==> config.mk <==
export PLATFORM = sky130hd
export DESIGN_NAME = bitwise_arbiter_flat
export DESIGN_NICKNAME = d
export VERILOG_FILES = /design/src/rtl/bitwise_pkg.sv /design/src/rtl/bitwise_arbiter_if.sv /design/src/rtl/bitwise_arbiter_rr_arb2.sv /design/src/rtl/bitwise_arbiter.sv /design/src/flat_wrapper.sv
export SDC_FILE = /design/constraint.sdc
export NUM_CORES = 1
export LEC_CHECK = 0
export ABC_AREA = 1
export CAP_MARGIN = 20
export CORE_AREA = 5 5 203 205
export CTS_CLUSTER_SIZE = 8
export DETAILED_ROUTE_END_ITERATION = 6
export DIE_AREA = 0 0 208 210
export GPL_TIMING_DRIVEN = 0
export PLACE_DENSITY = 0.57
export SETUP_SLACK_MARGIN = 0.3
export SLEW_MARGIN = 25
export SYNTH_ARGS = -nofsm -noshare
export SYNTH_HDL_FRONTEND = slang
export SYNTH_SLANG_ARGS = --single-unit
==> constraint.sdc <==
create_clock -name clk -period 3.2 [get_ports clk]
set_input_delay 0.48 -clock clk [delete_from_list [all_inputs] [get_ports clk]]
set_output_delay 0.48 -clock clk [all_outputs]
set_load 0.01 [all_outputs]
==> src/rtl/bitwise_pkg.sv <==
// Shared types and constants for the bitwise arbiter slice.
package bitwise_pkg;

   localparam int unsigned DATA_W = 64;

   typedef enum logic [1:0] {
      OP_AND    = 2'b00,
      OP_OR     = 2'b01,
      OP_XOR    = 2'b10,
      OP_PASS_A = 2'b11
   } op_e;

   typedef enum logic [1:0] {
      ST_IDLE   = 2'b00,
      ST_SETTLE = 2'b01,
      ST_DONE   = 2'b10
   } state_e;

endpackage

==> src/rtl/bitwise_arbiter_if.sv <==
// Requester handshake plus shared bitwise-unit bus for the arbiter.
interface bitwise_arbiter_if;
   import bitwise_pkg::*;

   logic              req0;
   logic              req1;
   logic [DATA_W-1:0] A0;
   logic [DATA_W-1:0] B0;
   logic [DATA_W-1:0] A1;
   logic [DATA_W-1:0] B1;
   op_e               op0;
   op_e               op1;
   logic [DATA_W-1:0] lu_A;
   logic [DATA_W-1:0] lu_B;
   op_e               lu_op;
   logic [DATA_W-1:0] lu_out;
   logic [DATA_W-1:0] result;
   logic              done0;
   logic              done1;
   logic              busy;

   // Arbiter side.
   modport slave (
      input  req0, req1, A0, B0, A1, B1, op0, op1, lu_out,
      output lu_A, lu_B, lu_op, result, done0, done1, busy
   );

   // Requesters and shared unit side.
   modport master (
      output req0, req1, A0, B0, A1, B1, op0, op1, lu_out,
      input  lu_A, lu_B, lu_op, result, done0, done1, busy
   );

endinterface

==> src/rtl/bitwise_arbiter_rr_arb2.sv <==
// Two-way round-robin grant: a lone request wins, a tie goes to the
// requester that was not granted last.
module rr_arb2 (
   input  logic [1:0] req_i,
   input  logic       last_grant_i,
   output logic [1:0] grant_o
);

   // One-hot grant selection.
   always_comb begin
      grant_o = 2'b00;
      case (req_i)
         2'b01:   grant_o = 2'b01;
         2'b10:   grant_o = 2'b10;
         2'b11:   grant_o = last_grant_i ? 2'b01 : 2'b10;
         default: grant_o = 2'b00;
      endcase
   end

endmodule

==> src/rtl/bitwise_arbiter.sv <==
// Arbitrates two requesters onto one shared combinational bitwise unit.
//
//   state     | meaning
//   ----------+--------------------------------------------------------
//   ST_IDLE   | waiting for a request; grants and registers operands
//   ST_SETTLE | operands held for SETTLE_CYCLES while the unit settles
//   ST_DONE   | one-cycle done pulse to the granted requester
module bitwise_arbiter
   import bitwise_pkg::*;
#(
   parameter int unsigned SETTLE_CYCLES = 2
) (
   input logic              clk,
   input logic              reset,
   bitwise_arbiter_if.slave bus
);

   // Counter runs 0..SETTLE_CYCLES-1, so it never needs to hold SETTLE_CYCLES itself.
   localparam int unsigned CNT_W = (SETTLE_CYCLES > 1) ? $clog2(SETTLE_CYCLES) : 1;
   localparam logic [CNT_W-1:0] CNT_LAST = CNT_W'(SETTLE_CYCLES - 1);

   state_e            state_q, state_d;
   logic [CNT_W-1:0]  cnt_q, cnt_d;
   logic [DATA_W-1:0] lu_a_q, lu_a_d;
   logic [DATA_W-1:0] lu_b_q, lu_b_d;
   op_e               lu_op_q, lu_op_d;
   logic [DATA_W-1:0] result_q, result_d;
   logic              last_grant_q, last_grant_d;
   logic              gnt_q, gnt_d;
   logic [1:0]        grant;

   rr_arb2 u_rr_arb2 (
      .req_i        ({bus.req1, bus.req0}),
      .last_grant_i (last_grant_q),
      .grant_o      (grant)
   );

   // State register; last_grant resets to 1 so requester 0 wins the first tie.
   always_ff @(posedge clk) begin
      if (reset) begin
         state_q      <= ST_IDLE;
         cnt_q        <= '0;
         lu_a_q       <= '0;
         lu_b_q       <= '0;
         lu_op_q      <= OP_AND;
         result_q     <= '0;
         last_grant_q <= 1'b1;
         gnt_q        <= 1'b0;
      end else begin
         state_q      <= state_d;
         cnt_q        <= cnt_d;
         lu_a_q       <= lu_a_d;
         lu_b_q       <= lu_b_d;
         lu_op_q      <= lu_op_d;
         result_q     <= result_d;
         last_grant_q <= last_grant_d;
         gnt_q        <= gnt_d;
      end
   end

   // Next-state and datapath: requests are only looked at in IDLE, so no preemption.
   always_comb begin
      state_d      = state_q;
      cnt_d        = cnt_q;
      lu_a_d       = lu_a_q;
      lu_b_d       = lu_b_q;
      lu_op_d      = lu_op_q;
      result_d     = result_q;
      last_grant_d = last_grant_q;
      gnt_d        = gnt_q;
      case (state_q)
         ST_IDLE: begin
            if (grant != 2'b00) begin
               state_d      = ST_SETTLE;
               cnt_d        = '0;
               gnt_d        = grant[1];
               last_grant_d = grant[1];
               lu_a_d       = grant[1] ? bus.A1  : bus.A0;
               lu_b_d       = grant[1] ? bus.B1  : bus.B0;
               lu_op_d      = grant[1] ? bus.op1 : bus.op0;
            end
         end
         ST_SETTLE: begin
            if (cnt_q == CNT_LAST) begin
               state_d  = ST_DONE;
               result_d = bus.lu_out;
            end else begin
               cnt_d = cnt_q + CNT_W'(1);
            end
         end
         ST_DONE: begin
            state_d = ST_IDLE;
         end
         default: begin
            state_d = ST_IDLE;
         end
      endcase
   end

   // Outputs decoded from state; done goes only to the granted requester.
   always_comb begin
      bus.busy  = (state_q != ST_IDLE);
      bus.done0 = (state_q == ST_DONE) && !gnt_q;
      bus.done1 = (state_q == ST_DONE) &&  gnt_q;
   end

   assign bus.lu_A   = lu_a_q;
   assign bus.lu_B   = lu_b_q;
   assign bus.lu_op  = lu_op_q;
   assign bus.result = result_q;

endmodule

==> src/flat_wrapper.sv <==
// flat-port wrapper written by rule: the top's interface ports become plain ports
module bitwise_arbiter_flat import bitwise_pkg::*;
#(
   parameter int unsigned SETTLE_CYCLES = 2
)
  (clk, reset, bus_req0, bus_req1, bus_A0, bus_B0, bus_A1, bus_B1, bus_op0, bus_op1, bus_lu_out, bus_lu_A, bus_lu_B, bus_lu_op, bus_result, bus_done0, bus_done1, bus_busy);
  bitwise_arbiter_if bus_i ();
  input logic clk;
  input logic reset;
  input wire logic [$bits(bus_i.req0)-1:0] bus_req0;
  input wire logic [$bits(bus_i.req1)-1:0] bus_req1;
  input wire logic [$bits(bus_i.A0)-1:0] bus_A0;
  input wire logic [$bits(bus_i.B0)-1:0] bus_B0;
  input wire logic [$bits(bus_i.A1)-1:0] bus_A1;
  input wire logic [$bits(bus_i.B1)-1:0] bus_B1;
  input wire logic [$bits(bus_i.op0)-1:0] bus_op0;
  input wire logic [$bits(bus_i.op1)-1:0] bus_op1;
  input wire logic [$bits(bus_i.lu_out)-1:0] bus_lu_out;
  output wire logic [$bits(bus_i.lu_A)-1:0] bus_lu_A;
  output wire logic [$bits(bus_i.lu_B)-1:0] bus_lu_B;
  output wire logic [$bits(bus_i.lu_op)-1:0] bus_lu_op;
  output wire logic [$bits(bus_i.result)-1:0] bus_result;
  output wire logic [$bits(bus_i.done0)-1:0] bus_done0;
  output wire logic [$bits(bus_i.done1)-1:0] bus_done1;
  output wire logic [$bits(bus_i.busy)-1:0] bus_busy;
  assign bus_i.req0 = bus_req0;
  assign bus_i.req1 = bus_req1;
  assign bus_i.A0 = bus_A0;
  assign bus_i.B0 = bus_B0;
  assign bus_i.A1 = bus_A1;
  assign bus_i.B1 = bus_B1;
  assign bus_i.op0 = bus_op0;
  assign bus_i.op1 = bus_op1;
  assign bus_i.lu_out = bus_lu_out;
  assign bus_lu_A = bus_i.lu_A;
  assign bus_lu_B = bus_i.lu_B;
  assign bus_lu_op = bus_i.lu_op;
  assign bus_result = bus_i.result;
  assign bus_done0 = bus_i.done0;
  assign bus_done1 = bus_i.done1;
  assign bus_busy = bus_i.busy;
  bitwise_arbiter #(.SETTLE_CYCLES(SETTLE_CYCLES)) u_core (.clk(clk), .reset(reset), .bus(bus_i));
endmodule
==> summary.txt <==
Status
  – Status: finished, final reports clean

Yosys
  – Post-synth top area cell: dfxtp_1
  – Seq/Total Area, Yosys: 40.8%
  – Area contributors post-synth: dfxtp_1, nand2_1, nor2_1, inv_1, o21ai_0
  – Post-synthesis cell count: 1,678
  – Synth Register Bits: 199
  – Mapped Area: 9770 um2
  – Synth unique cells: 18
  – Syn_nets: 2,006
  – Share of the synthesized area in the top cell type: 40.8%
  – Mean Syn Cell Area: 5.82 um2
  – Syn. warnings: 0

Setup path
  – Slowest CP cell: clkdlybuf4s50_1
  – Worst reg2reg path endpoint: u_core.bus.lu_B[15]
  – Cell Chain, Critical Path: inv_1 > nor3_1 > clkdlybuf4s50_1
  – WP buf/inv: 2
  – Worst endpoint required time: 2.72 ns
  – CP delay by family, top: buffers and inverters
  – Critical R2R Launch: u_core.last_grant_q
  – Crit end category: primary output
  – Worst setup SP type: flip-flop
  – Crit path kind: flip-flop to primary output
  – Crit path DAT: 1.83 ns
  – Reg2reg setup slack: 1.35 ns
  – Worst R2R Path Depth: 7
  – Crit Path Max Fanout: 3
  – Worst path max stage delay: 0.65 ns

Hold path
  – Worst hold path class: flip-flop to flip-flop
  – Hold Startpoint: u_core.last_grant_q
  – Hold Path Stages: 2
  – Hold endpoint: u_core.last_grant_q

Drt
  – Drt total wl: 41.9 mm
  – Vias per inst: 4.03
  – Initial DRC Count: 514
  – Antenna-violating nets left: 0
  – TritonRoute pass-1 iters: 5
  – Residual DRC count: 0
  – Via Count: 11,100
  – Drt wl/cell: 15.2 um

Die
  – Core Region: 39,300 um2
  – Chip width: 208 um
  – Die area: 43,700 um2
  – Die height: 210 um
  – Initial core utilization: 24.9%
  – I/O Pins: 525
  – FP Rows: 73

Clocking
  – Hold-fix buffers, CTS: 0
  – # Post-CTS Setup Buffers: 0
  – CTS tree: yes
  – Clock latency on the worst-skew pair: 0.45 ns
  – Htree depth: 4
  – CTS Buf Count: 17
  – # resized after CTS: 0
  – Clock root buffer: clkbuf_16
  – Clk pin slew, worst setup/hold paths: 0.09 ns
  – Buffer depth of the longest clock path: 2
  – Clk sinks: 199

STA
  – RSZ-0062 raised after global routing: false
  – Fin Hold WS: 0.468 ns
  – Fmax: 432 MHz
  – Final setup violation count: 0
  – Fin. max-slew vios: 0
  – Worst-Margin Slew: 0.606 ns
  – Final Skew: 0.0143 ns
  – Fin worst setup slack: 0.887 ns
  – Final Hold Viols: 0
  – Minimum clock period: 2.31 ns
  – Setup TNS: 0 ns
  – Final Cycle Share: 72.3%
  – Relative slew slack: 59.6%

Place
  – GPL Wtd Cong: 0.905
  – Port Buffers: 524
  – DP Area: 15,700 um2
  – Final HPWL DP: 33.3 mm
  – DP Cell Count: 2,727
  – DP Worst Slack: 0.491 ns

Power
  – Pwr Total: 7.26 mW
  – Gate power share: 30.3%
  – Internal: 4.96 mW
  – Switching Fraction: 31.7%
  – Static leakage: 8.01 nW
  – Reg power frac: 39.3%
  – Switch Pwr: 2.30 mW
  – Clock network power share: 30.4%
  – Power Dens Cells: 446 nW/um2
  – Peak VDD IR: 0.369 mV

Final layout
  – Non-filler instance count after layout: 2,761
  – Most common cell after layout, fill and taps aside: nand2_1
  – Syn-to-layout area delta: 66.5%
  – Post-route cell area: 16,300 um2
  – Final Core Density: 41.4%
  – Fin nets: 2,549
  – Most frequent cells in the layout: nand2_1, clkdlybuf4s50_1, nor2_1, inv_1, dfxtp_1
  – Layout cell share with drive strength beyond 1: 3.89%
  – Fillers: 4,181

GRT
  – Initial antenna violation count: 1
  – First-pass GRT wire length: 62.6 mm
  – GR Util All Layers: 18.3%
  – Vias in the first global route: 11,000
  – Largest net degree at the start of global routing: 19
  – GRT overflow: 0

Flow run
  – Max cap viols: 0
registers in the layout, indices dropped and copies added (netlist names):
signal               flops
u_core.bus.lu_op         2
u_core.bus.lu_A         64
u_core.cnt_q             1
u_core.gnt_q             1
u_core.last_grant_q      1
u_core.state_q           2
u_core.bus.lu_B         64
u_core.bus.result       64
cells in the mapped netlist:
library cell / n
o21ai_2: 1
o21a_1: 1
buf_4: 2
inv_1: 265
buf_6: 9
nand3_1: 2
nand2_2: 1
nor3_1: 1
dfxtp_1: 199
o21ai_0: 64
nor2_2: 1
nand2_1: 526
a21oi_1: 2
buf_2: 42
nor2_1: 523
clkbuf_1: 31
buf_1: 7
and3_1: 1
layout make-up:
cell class / instances / area, um2 / area share, %
multi-input combinational: 1123 / 4320 / 26.6
clock inverter: 13 / 140 / 0.862
tap: 525 / 657 / 4.04
sequential: 199 / 3980 / 24.5
antenna: 2 / 5.00 / 0.0308
timing repair buffer: 524 / 5250 / 32.3
clock buffer: 19 / 443 / 2.72
buffer: 91 / 469 / 2.89
inverter: 265 / 995 / 6.12
routing by layer:
layer	part of all wire, %	track usage (%)	vias up
met5	0	0	-
met4	2.2	5.55	0
met3	6.5	5.46	47
met2	49	32.2	329
met1	42	21.5	4887
li1	-	-	5876
worst register-to-register path, stage by stage, from the launching register on:
cell	delay [ns]
dfxtp_1	0.34
nand2_1	0.08
nand2_2	0.22
buf_2	0.46
buf_2	0.33
nor2_1	0.06
nor2_1	0.20
nor2_1	0.06
worst max-delay path by stage:
stage                 startpoint             endpoint  slack (ns)  cells past startpoint
5_1_grt        u_core.state_q[1]            bus_done0        0.72                      3
2_1_floorplan           bus_req0  u_core.bus.lu_B[56]        1.88                      6
3_3_place_gp            bus_req0  u_core.bus.lu_B[15]        0.51                      8
3_5_place_dp            bus_req0  u_core.bus.lu_B[15]        0.49                      8
6_report       u_core.state_q[1]            bus_done0        0.89                      3
4_1_cts        u_core.state_q[1]            bus_done0        0.76                      3
cell families (layout without fill, tap and decap cells):
| group | count (synthesis) | after routing | share of synthesized area [%] |
|---|---|---|---|
| AO/OA/AOI/OAI | 68 | 68 | 3.55 |
| buffers and inverters | 356 | 912 | 15.0 |
| flip-flops | 199 | 199 | 40.8 |
| other | 0 | 2 | 0 |
| AND/OR/NAND/NOR | 1055 | 1055 | 40.7 |
power groups by stage:
stage / logic [mW] / clock network (mW) / registers (mW)
floorplan: 0.868 / 0 / 3.01
global placement: 2.21 / 0 / 2.90
detailed placement: 2.22 / 0 / 2.91
CTS: 2.23 / 2.29 / 2.86
global route: 2.43 / 2.40 / 2.89
finish: 2.20 / 2.21 / 2.85
(Power assumes the default switching activity.)
